## src/rtl/fifo_arb_pkg.sv

```systemverilog
// Shared types and default sizing for the FIFO write arbiter.
package fifo_arb_pkg;

  localparam int unsigned FIFO_ARB_NUM_REQ    = 4;
  localparam int unsigned FIFO_ARB_DATA_WIDTH = 8;
  localparam int unsigned FIFO_ARB_MAX_BURST  = 4;

  typedef enum logic {
    IDLE  = 1'b0,
    GRANT = 1'b1
  } arb_state_e;

endpackage

```

## src/rtl/fifo_write_arbiter_rr_pick.sv

```systemverilog
// Combinational round-robin picker: first asserted request at or after ptr_i, wrapping.
module rr_pick
  import fifo_arb_pkg::*;
#(
  parameter int unsigned NUM_REQ = FIFO_ARB_NUM_REQ,
  parameter int unsigned IDX_W   = $clog2(NUM_REQ)
) (
  input  logic [NUM_REQ-1:0] req_i,
  input  logic [IDX_W-1:0]   ptr_i,
  output logic               valid_o,
  output logic [IDX_W-1:0]   idx_o
);

  always_comb begin
    int unsigned       cand;
    logic [IDX_W-1:0]  cand_idx;
    valid_o  = 1'b0;
    idx_o    = '0;
    cand     = 0;
    cand_idx = '0;
    for (int unsigned k = 0; k < NUM_REQ; k++) begin
      cand = 32'(ptr_i) + k;
      if (cand >= NUM_REQ) cand = cand - NUM_REQ;
      cand_idx = IDX_W'(cand);
      if (!valid_o && req_i[cand_idx]) begin
        valid_o = 1'b1;
        idx_o   = cand_idx;
      end
    end
  end

endmodule

```

## src/rtl/fifo_write_arbiter.sv

```systemverilog
// Round-robin arbiter sharing one FIFO write port among NUM_REQ requesters.
// Define FIFO_ARB_BURST_LOCK_EN to hold a grant for up to MAX_BURST beats; otherwise one beat per grant.
module fifo_write_arbiter
  import fifo_arb_pkg::*;
#(
  parameter int unsigned NUM_REQ    = FIFO_ARB_NUM_REQ,
  parameter int unsigned DATA_WIDTH = FIFO_ARB_DATA_WIDTH,
  parameter int unsigned MAX_BURST  = FIFO_ARB_MAX_BURST
) (
  input  logic                          Clk,
  input  logic                          Clear_in,
  input  logic [NUM_REQ-1:0]            Req_in,
  input  logic [NUM_REQ*DATA_WIDTH-1:0] Data_in,
  input  logic                          Full_in,
  output logic [NUM_REQ-1:0]            Grant_out,
  output logic [DATA_WIDTH-1:0]         Fifo_Data_out,
  output logic                          Fifo_WriteEn_out,
  output logic                          Busy_out
);

  localparam int unsigned IDX_W = $clog2(NUM_REQ);

  if (NUM_REQ < 2 || NUM_REQ > 16) begin : g_bad_num_req
    $error("fifo_write_arbiter: NUM_REQ must be 2..16");
  end
  if (MAX_BURST < 1 || MAX_BURST > 255) begin : g_bad_max_burst
    $error("fifo_write_arbiter: MAX_BURST must be 1..255");
  end

  arb_state_e       state_q;
  logic [IDX_W-1:0] owner_q;
  logic [IDX_W-1:0] ptr_q;
  logic [IDX_W-1:0] ptr_d;
  logic             pick_valid;
  logic [IDX_W-1:0] pick_idx;
  logic             owner_req;
  logic             write_en;
  logic             last_beat;

  rr_pick #(
    .NUM_REQ (NUM_REQ),
    .IDX_W   (IDX_W)
  ) u_pick (
    .req_i   (Req_in),
    .ptr_i   (ptr_q),
    .valid_o (pick_valid),
    .idx_o   (pick_idx)
  );

  assign owner_req = Req_in[owner_q];
  assign write_en  = (state_q == GRANT) && owner_req && !Full_in;
  assign ptr_d     = (owner_q == IDX_W'(NUM_REQ - 1)) ? '0 : owner_q + 1'b1;

`ifdef FIFO_ARB_BURST_LOCK_EN
  localparam int unsigned CNT_W = $clog2(MAX_BURST + 1);

  logic [CNT_W-1:0] cnt_q;

  // The beat that brings the count up to MAX_BURST is the last one of the grant.
  assign last_beat = (cnt_q == CNT_W'(MAX_BURST - 1));

  always_ff @(posedge Clk or posedge Clear_in) begin
    if (Clear_in) begin
      cnt_q <= '0;
    end else if (state_q == IDLE) begin
      if (pick_valid) cnt_q <= '0;
    end else if (write_en) begin
      cnt_q <= cnt_q + 1'b1;
    end
  end
`else
  assign last_beat = 1'b1;
`endif

  // A dropped owner request releases even while full, so no beat is taken in that case.
  always_ff @(posedge Clk or posedge Clear_in) begin
    if (Clear_in) begin
      state_q <= IDLE;
      owner_q <= '0;
      ptr_q   <= '0;
    end else begin
      case (state_q)
        IDLE: begin
          if (pick_valid) begin
            owner_q <= pick_idx;
            state_q <= GRANT;
          end
        end
        GRANT: begin
          if (!owner_req || (write_en && last_beat)) begin
            ptr_q   <= ptr_d;
            state_q <= IDLE;
          end
        end
        default: state_q <= IDLE;
      endcase
    end
  end

  always_comb begin
    Grant_out = '0;
    if (write_en) Grant_out[owner_q] = 1'b1;
  end

  assign Fifo_WriteEn_out = write_en;
  assign Fifo_Data_out    = (state_q == GRANT) ? Data_in[owner_q*DATA_WIDTH +: DATA_WIDTH] : '0;
  assign Busy_out         = (state_q == GRANT);

endmodule

```

## config.mk

```make
export PLATFORM = sky130hd
export DESIGN_NAME = fifo_write_arbiter
export DESIGN_NICKNAME = d
export VERILOG_FILES = /design/src/rtl/fifo_arb_pkg.sv /design/src/rtl/fifo_write_arbiter_rr_pick.sv /design/src/rtl/fifo_write_arbiter.sv
export SDC_FILE = /design/constraint.sdc
export NUM_CORES = 1
export LEC_CHECK = 0
export ABC_AREA = 1
export BUFFER_PORTS_ARGS = -buffer_cell sky130_fd_sc_hd__buf_2
export CORE_MARGIN = 2
export CORE_UTILIZATION = 25
export DETAILED_ROUTE_END_ITERATION = 10
export PLACE_DENSITY_LB_ADDON = 0.1
export SYNTH_ARGS = -nofsm -noshare
export SYNTH_HDL_FRONTEND = slang
export SYNTH_HIERARCHICAL = 1
export SYNTH_SLANG_ARGS = --single-unit
```

## constraint.sdc

```tcl
create_clock -name Clk -period 2.35 [get_ports Clk]
set_clock_uncertainty 0.2 [all_clocks]
set_input_delay 0.47 -clock Clk [delete_from_list [all_inputs] [get_ports Clk]]
set_output_delay 0.47 -clock Clk [all_outputs]
set_load 0.01 [all_outputs]
```

==> results of run 1 <==
critical path, cell delays in order (launching register included):
cell and delay [ns]:
dfrtp_1 0.36, inv_1 0.27, buf_4 0.24, o21ai_0 0.10, a21oi_1 0.15, buf_2 0.15
what timing repair did:
action,CTS,global route
hold endpoints to repair,5,0
resized for setup,0,0
hold buffers,1,0
synth_stat cells, drive strengths merged:
cell type,count
a21oi,11
buf,7
dfrtp,5
ha,4
inv,18
nand2,47
nand3,12
nand3b,1
nand4,2
nor2,42
o21ai,18
area by class of cell:
| type | count | area share, % |
|---|---|---|
| inverters | 18 | 5.153 |
| flip-flops and latches | 5 | 9.542 |
| clock buffers | 4 | 3.435 |
| multi-input cells | 137 | 54.39 |
| well taps | 48 | 4.580 |
| repair buffers | 57 | 22.90 |
cells by family after synthesis:
family / count (synthesis)
compound gates: 29
fa+ha+maj: 4
buf+inv: 25
flops: 5
simple gates: 104
final timing paths:
check / slack, ns / to / cells past startpoint
worst min-delay path: 0.44 / owner_q[1] / 2
worst max-delay path: 0.18 / Fifo_Data_out[4] / 5
worst max register to register: 0.54 / owner_q[0] / 9
worst min register to register: 0.44 / owner_q[1] / 2
min in group asynchronous: 0.49 / owner_q[1] / 3
max in group asynchronous: 1.30 / ptr_q[1] / 3
cells in the final DEF (no fill, tap or decap), drive strengths merged:
| cell type | n |
|---|---|
| dfrtp | 5 |
| buf | 56 |
| nand3b | 1 |
| inv | 18 |
| dlygate4sd3 | 1 |
| ha | 4 |
| nand3 | 12 |
| nand2 | 47 |
| clkbuf | 4 |
| o21ai | 18 |
| a21oi | 11 |
| nand4 | 2 |
| nor2 | 42 |
registers in the layout (all words and copies together) (netlist names):
name and flops:
Busy_out 1, owner_q 2, ptr_q 2
power groups by stage:
stage	Clock (mW)	Combinational [mW]	Sequential, mW
floorplan	0	1.08	0.189
global placement	0	1.34	0.199
detailed placement	0	1.32	0.199
CTS	0.157	1.33	0.198
global route	0.163	1.50	0.207
finish	0.154	1.31	0.199
metal layers:
metal	up-vias	GRT usage (%)	wire length [um]
met2	24	24.00	1360
met4	0	4.592	19
met3	2	1.014	101
li1	636	-	-
met5	-	0	0
met1	510	17.43	1338
==> results.ini, run 1 <==
[final_layout]
final-instance-count-excl-fill = 269
num-fill-cells = 427
syn_to_final_growth_pct = 33.16
multi_input_area_sq_um = 713.2
drive_above_1_share_pct = 40.27
finish.utilization_pct = 35.29
design_area_sq_mm = 0.001311
nNetsFinal = 265
num_antenna_cells = 0
register_area_sq_um = 125.1

[min_path]
hold_path.class = flip-flop to flip-flop
worstHoldStart = owner_q[1]

[pwr]
total_power_mw = 1.660
p_leak_nw = 0.7396
ir_drop_mv = 0.5497
p_sw_share_pct = 55.39
pwr-share-clk_pct = 9.3
power_density_mw_per_mm2 = 1266
combinationalPowerShare_pct = 78.8
power.internal_uw = 740.4
pwr-share-seq_pct = 12.0
p_switching_uw = 919.3

[timing]
timing.setup.tns_ns = 0
hold_slack_ns = 0.4449
slew_headroom_pct = 76.62
final_hold_viol_count = 0
worst_pin_slew_ns = 0.3503
clock.fmax_ghz = 0.4608
setup_viol = 0
fin_crit_sh_pct = 92.34
rsz0062_at_grt = no
layout_min_cycle_time_ns = 2.170
fin_ws_ns = 0.1800
final_max_slew_viol_count = 0

[setup_path]
end_kind = primary output
crit_path_start_kind = flip-flop
crit_required_ns = 1.68
reg2reg_from = ptr_q[0]
critPathKind = flip-flop to primary output
crit_start = owner_q[0]
arrival_ns = 1.50
crit_fanout = 12

[routing]
detail-route-antenna-nets = 0
wl_per_cell_um = 10.48
wl_mm = 2.819
drc = 0
drtIter0Drc = 44
vias = 1172
viasPerCell = 4.357
firstDrtPassIters = 4

[global_routing]
antenna_found_initial = 0
grt_pass1_vias = 1079
grt_max_degree = 22
grt_first_pass_wirelength_mm = 4.754
track_usage_pct = 13.64
overflow = 0

[placement]
place_inst = 264
postPlaceCellArea_sq_mm = 0.001256
dp_hpwl_mm = 2.235
gp_congestion = 0.8134
pre_cts_ws_ns = 0.4132
io_buffers = 52

[logic_synthesis]
ys_seq_elements = 5
synth.avg_cell_area_sq_um = 5.896
ys_top_cells_by_area = nor2_1 14%, dfrtp_1 13%, nand2_1 12%, nand2_2 7.6%, nand3_2 6.1%
muxShareOfSynthArea_pct = 0
syn_inst = 167
synth_top_cell_area_share_pct = 14.49
synth_top_family_by_area = simple AND/OR/NAND/NOR gates
synth_fa_ha_area_share_pct = 5.083
synth_seq_area_share_pct = 12.71
synth_compound_area_share_pct = 14.74
yosys.cell_types.count = 21
synth_simple_gate_area_share_pct = 52.60
syn_nets = 210
syn_area_sq_um = 984.7
ys_warn_count = 6
synth_xor_area_share_pct = 0
yosysTopAreaCell = nor2_1

[cts]
post_cts_buffers = 0
clock_sinks = 5
htreeDepth = 1
clockBufferDepth = 2
cts_buffers = 3
path_clk_slew_ns = 0.03
cts_root_buf = clkbuf_8
clock_latency_ns = 0.22
cts_tree = yes

[floorplan]
dieArea_sq_mm = 0.004457
rows = 22
die_x_um = 66.76
fp.dieH_um = 66.76
initial_utilization_pct = 26.50
io_pins = 53
core_area_sq_mm = 0.003716

[status]
outcome = completed

[flow_run]
maxCapViolations = 0

Note: power is estimated with default switching activity, not from simulation.
==> run 2: changes to the inputs <==
--- a/config.mk
+++ b/config.mk
@@ -10,6 +10,7 @@
 export CORE_MARGIN = 2
 export CORE_UTILIZATION = 25
 export DETAILED_ROUTE_END_ITERATION = 10
+export GPL_TIMING_DRIVEN = 0
 export PLACE_DENSITY_LB_ADDON = 0.1
 export SYNTH_ARGS = -nofsm -noshare
 export SYNTH_HDL_FRONTEND = slang
==> constraint.sdc (replaced) <==
create_clock -name Clk -period 2.65 [get_ports Clk]
set_clock_uncertainty 0.2 [all_clocks]
set_input_delay 0.53 -clock Clk [delete_from_list [all_inputs] [get_ports Clk]]
set_output_delay 0.53 -clock Clk [all_outputs]
set_load 0.01 [all_outputs]
==> results.ini, run 2 (synthesized netlist as in run 1, its figures left out) <==
[placement]
place_inst = 267  ; +1.1%
io_buffers = 52  ; unchanged
dp_hpwl_mm = 2.321  ; +3.8%
gp_congestion = 0.8128  ; about the same

[final_layout]
num-fill-cells = 432  ; +1.2%
mostFrequentLayoutCells = 52 x buf_2, 38 x nor2_1, 32 x nand2_1
multi_input_area_sq_um = 713.2  ; unchanged
syn_to_final_growth_pct = 38.12
nNetsFinal = 268  ; +1.1%
drive_above_1_share_pct = 41.07  ; +0.80 points
final-instance-count-excl-fill = 272  ; +1.1%
register_area_sq_um = 125.1  ; unchanged
num_antenna_cells = 0  ; unchanged
final_common_cell = buf_2

[timing]
setup_viol = 0  ; unchanged
fin_crit_sh_pct = 84.57
worst_pin_slew_ns = 0.2478  ; -0.1025 ns
rsz0062_at_grt = no
layout_min_cycle_time_ns = 2.241
final_hold_viol_count = 0  ; unchanged
final_max_slew_viol_count = 0  ; unchanged
clock.fmax_ghz = 0.4462
slew_headroom_pct = 83.48  ; +6.9 points
timing.setup.tns_ns = 0  ; unchanged

[setup_path]
path_cells = inv_1 -> buf_6 -> buf_4 -> ha_1 -> inv_1 -> nor2_1 -> buf_2
crit_fanout = 11  ; -1
crit_family = buffers and inverters
crit_path_start_kind = flip-flop
cp_slowest_stage_delay_ns = 0.42  ; +0.06 ns
crit_buf_inv = 5  ; +2
crit_slowest_cell = dfrtp_1
arrival_ns = 1.51  ; about the same
end_kind = primary output
critPathKind = flip-flop to primary output
crit_top_cell = inv_1
crit_required_ns = 1.92  ; +0.24 ns

[cts]
post_cts_resized = 0  ; unchanged
postCtsHoldBufs = 1  ; unchanged
clock_sinks = 5  ; unchanged
cts_tree = yes
cts_root_buf = clkbuf_8
path_clk_slew_ns = 0.04  ; about the same
cts_buffers = 3  ; unchanged
clockBufferDepth = 2  ; unchanged
clock_latency_ns = 0.23  ; about the same
post_cts_buffers = 0  ; unchanged
htreeDepth = 1  ; unchanged

[pwr]
power_density_mw_per_mm2 = 1160  ; -8.4%
ir_drop_mv = 0.3940  ; -28%
total_power_mw = 1.577  ; -5.0%
p_leak_nw = 0.7628  ; +3.1%

[floorplan]
fp.dieH_um = 66.76  ; unchanged
dieArea_sq_mm = 0.004457  ; unchanged
die_x_um = 66.76  ; unchanged
initial_utilization_pct = 26.50  ; unchanged
core_area_sq_mm = 0.003716  ; unchanged
rows = 22  ; unchanged
io_pins = 53  ; unchanged

[status]
outcome = completed

[routing]
viasPerCell = 4.309  ; -1.1%
firstDrtPassIters = 4  ; unchanged
wl_mm = 2.963  ; +5.1%
drtIter0Drc = 36  ; -18%
detail-route-antenna-nets = 0  ; unchanged
drc = 0  ; unchanged
wl_per_cell_um = 10.89  ; +3.9%
vias = 1172  ; unchanged

[global_routing]
grt_pass1_vias = 1146  ; +6.2%
grt_first_pass_wirelength_mm = 5.140  ; +8.1%
grt_max_degree = 12  ; -45%
track_usage_pct = 14.77  ; +1.1 points
antenna_found_initial = 0  ; unchanged
overflow = 0  ; unchanged

[flow_run]
maxCapViolations = 0  ; unchanged

[min_path]
hold_path.class = flip-flop to flip-flop

## run 2: area by class of cell
type	count	share of cell area [%]
Sequential cell	5	9.200
Inverter	18	4.968
Buffer	7	5.796
Tap cell	48	4.416
Timing Repair Buffer	53	19.87
Clock buffer	4	3.312
Multi-Input combinational cell	137	52.44
## run 2: per-stage QoR
| step | area (sq um) | hold slack [ns] | util [%] | worst slack (ns) |
|---|---|---|---|---|
| after floorplan | 984.7 | 0.1085 | - | 0.8253 |
| after global placement | 1305 | 0.2329 | 35.12 | 0.6147 |
| after detailed placement | 1305 | 0.2391 | 35.12 | 0.6223 |
| after CTS | 1360 | 0.3559 | 36.60 | 0.3831 |
| after global routing | 1360 | 0.4046 | 36.60 | 0.2808 |
| final | 1360 | 0.3493 | 36.60 | 0.4089 |
## run 2: path summary, 6_finish.rpt
| kind | startpoint | endpoint | slack, ns | cells after the start |
|---|---|---|---|---|
| setup / recovery | owner_q[0] | Grant_out[2] | 0.41 | 7 |
| hold / removal | ptr_q[0] | ptr_q[0] | 0.35 | 2 |
| setup reg to reg | ptr_q[0] | owner_q[0] | 0.98 | 8 |
| hold reg to reg | ptr_q[0] | ptr_q[0] | 0.35 | 2 |
| max in group asynchronous | Clear_in | owner_q[0] | 1.53 | 3 |
| min in group asynchronous | Clear_in | ptr_q[0] | 0.54 | 3 |
## run 2: where the power goes
group / total, mW / switching, mW / internal [mW]
registers: 0.176 / 0.0584 / 0.117
logic: 1.26 / 0.755 / 0.501
clock network: 0.145 / 0.0418 / 0.104
## run 2: layer usage
layer	GRT usage (%)	wire, um	vias up
li1	-	-	642
met1	19.16	1434	500
met2	25.37	1361	27
met3	1.351	137	3
met4	5.102	29	0
met5	0	0	-
## run 2: tightest hold or removal path: cells and delay by family (launching register included)
kind | cells | cell delay [ns]
flops | 1 | 0.39
simple gates | 2 | 0.12
==> run 3: changes to the inputs <==
==> constraint.sdc (replaced) <==
create_clock -name Clk -period 1.8 [get_ports Clk]
set_clock_uncertainty 0.2 [all_clocks]
set_input_delay 0.36 -clock Clk [delete_from_list [all_inputs] [get_ports Clk]]
set_output_delay 0.36 -clock Clk [all_outputs]
set_load 0.01 [all_outputs]
==> results.ini, run 3 (synthesized netlist as in run 1, its figures left out) <==
[global_routing]
antenna_found_initial = 0  ; unchanged
grt_first_pass_wirelength_mm = 5.195  ; +1.1%
grt_max_degree = 12  ; unchanged
track_usage_pct = 14.87  ; +0.11 points
overflow = 0  ; unchanged
grt_pass1_vias = 1188  ; +3.7%

[cts]
path_clk_slew_ns = 0.04  ; about the same
cts_root_buf = clkbuf_8
cts_tree = yes
clock_sinks = 5  ; unchanged
clockBufferDepth = 2  ; unchanged
htreeDepth = 1  ; unchanged
clock_latency_ns = 0.23  ; about the same
cts_buffers = 3  ; unchanged

[placement]
place_inst = 267  ; unchanged
io_buffers = 52  ; unchanged
dp_hpwl_mm = 2.321  ; unchanged
gp_congestion = 0.8128  ; unchanged
pre_cts_ws_ns = -0.05766  ; -0.6800 ns

[timing]
final_max_slew_viol_count = 0  ; unchanged
layout_min_cycle_time_ns = 1.943
clock.fmax_ghz = 0.5147
rsz0062_at_grt = yes
fin_crit_sh_pct = 107.9
worst_pin_slew_ns = 0.2937  ; +0.04597 ns
slew_headroom_pct = 80.42  ; -3.1 points
hold_slack_ns = 0.3496  ; +0.0003810 ns
setup_viol = 13  ; +13
final_hold_viol_count = 0  ; unchanged
fin_ws_ns = -0.1429  ; -0.5518 ns

[routing]
drc = 0  ; unchanged
wl_mm = 3.360  ; +13%
detail-route-antenna-nets = 0  ; unchanged
viasPerCell = 4.356  ; +1.1%
vias = 1259  ; +7.4%
wl_per_cell_um = 11.63  ; +6.7%
firstDrtPassIters = 4  ; unchanged
drtIter0Drc = 65  ; +81%

[setup_path]
crit_fanout = 5  ; -6
end_kind = primary output
cp_slowest_stage_delay_ns = 0.40  ; -0.02 ns
crit_slowest_cell = dfrtp_2
critPathKind = flip-flop to primary output
crit_required_ns = 1.24  ; -0.68 ns
crit_path_start_kind = flip-flop
arrival_ns = 1.38  ; -0.13 ns
crit_buf_inv = 3  ; -2
crit_family = buffers and inverters
path_cells = buf_6 -> clkbuf_16 -> nor2_2 -> nor2_1 -> o21ai_1 -> a21oi_1 -> buf_2

[final_layout]
drive_above_1_share_pct = 50.21  ; +9.1 points
nNetsFinal = 285  ; +6.3%
final_common_cell = buf_2
syn_to_final_growth_pct = 67.60
num-fill-cells = 399  ; -7.6%
final-instance-count-excl-fill = 289  ; +6.3%
mostFrequentLayoutCells = 52 x buf_2, 33 x nor2_1, 32 x nand2_1
num_antenna_cells = 0  ; unchanged

[pwr]
pwr-share-seq_pct = 8.9  ; -2.2 points
combinationalPowerShare_pct = 83.8  ; +4.1 points
ir_drop_mv = 0.6281  ; +59%
power_density_mw_per_mm2 = 1796  ; +55%
pwr-share-clk_pct = 7.3  ; -1.9 points
p_leak_nw = 0.8726  ; +14%
p_sw_share_pct = 49.50  ; -4.7 points
p_switching_mw = 1.468  ; +72%
power.internal_mw = 1.497  ; +110%

[floorplan]
fp.dieH_um = 66.76  ; unchanged
io_pins = 53  ; unchanged
die_x_um = 66.76  ; unchanged
initial_utilization_pct = 26.50  ; unchanged
dieArea_sq_mm = 0.004457  ; unchanged
rows = 22  ; unchanged
core_area_sq_mm = 0.003716  ; unchanged

[flow_run]
maxCapViolations = 0  ; unchanged

[min_path]
hold_path.class = flip-flop to flip-flop

[status]
outcome = complete, but fails checks
violations = setup timing

==> run 3: cell types whose count changed in the layout (fill, tap and decap cells not counted), sizes merged <==
cell / previous run / this run
buf: 59 / 73
clkbuf: 4 / 7
==> run 3: what timing repair did <==
action / CTS / global route
cloned: 0 / 4
resized for setup: 4 / 24
setup buffers: 9 / 4
setup endpoints to repair: 13 / 15
hold buffers: 1 / 0
endpoints found under the hold margin: 5 / 0
pin swaps: 0 / 5
==> run 3: area by class of cell <==
class	instances	area [sq um]	area share [%]
buffer	7	90.09	5.459
sequential	5	126.4	7.657
inverter	18	72.57	4.397
multi-input combinational	137	789.5	47.84
clock buffer	4	45.04	2.729
timing repair buffer	70	466.7	28.28
tap	48	60.06	3.639
==> run 3: worst paths after layout <==
check | start | to | slack (ns) | cells past startpoint
setup reg to reg | ptr_q[0] | owner_q[0] | 0.13 | 8
min in group asynchronous | Clear_in | ptr_q[0] | 0.37 | 3
setup / recovery | owner_q[0] | Fifo_Data_out[6] | -0.14 | 7
hold / removal | ptr_q[0] | ptr_q[0] | 0.35 | 2
max in group asynchronous | Clear_in | owner_q[0] | 0.83 | 3
hold reg to reg | ptr_q[0] | ptr_q[0] | 0.35 | 2
==> run 3: power by group through the flow <==
stage          registers, mW  clock network (mW)  logic [mW]
2_1_floorplan          0.247                   0        1.41
3_3_place_gp           0.266                   0        1.87
3_5_place_dp           0.263                   0        1.87
4_1_cts                0.259               0.217        2.11
5_1_grt                0.277               0.224        2.77
6_report               0.264               0.217        2.48
==> run 3: worst min-delay path: stages, from the launching register on <==
cell and delay (ns):
dfrtp_1 0.39, nand2_1 0.07, nand2_1 0.05
==> run 3: metal layers <==
metal	global-route usage, %	share of wire (%)
met1	19.06	47
met2	25.87	48
met3	1.351	4.0
met4	5.102	0.86
met5	0	0
==> run 3: through the flow <==
stage	utilization, %	cell area, sq um	setup TNS, ns	power (mW)
3_5_place_dp	35.12	1305	-0.1114	2.129
3_3_place_gp	35.12	1305	-0.1294	2.136
2_1_floorplan	-	984.7	0	1.653
5_1_grt	44.41	1650	-2.662	3.267
4_1_cts	39.29	1460	-1.834	2.582
6_report	44.41	1650	-1.542	2.965
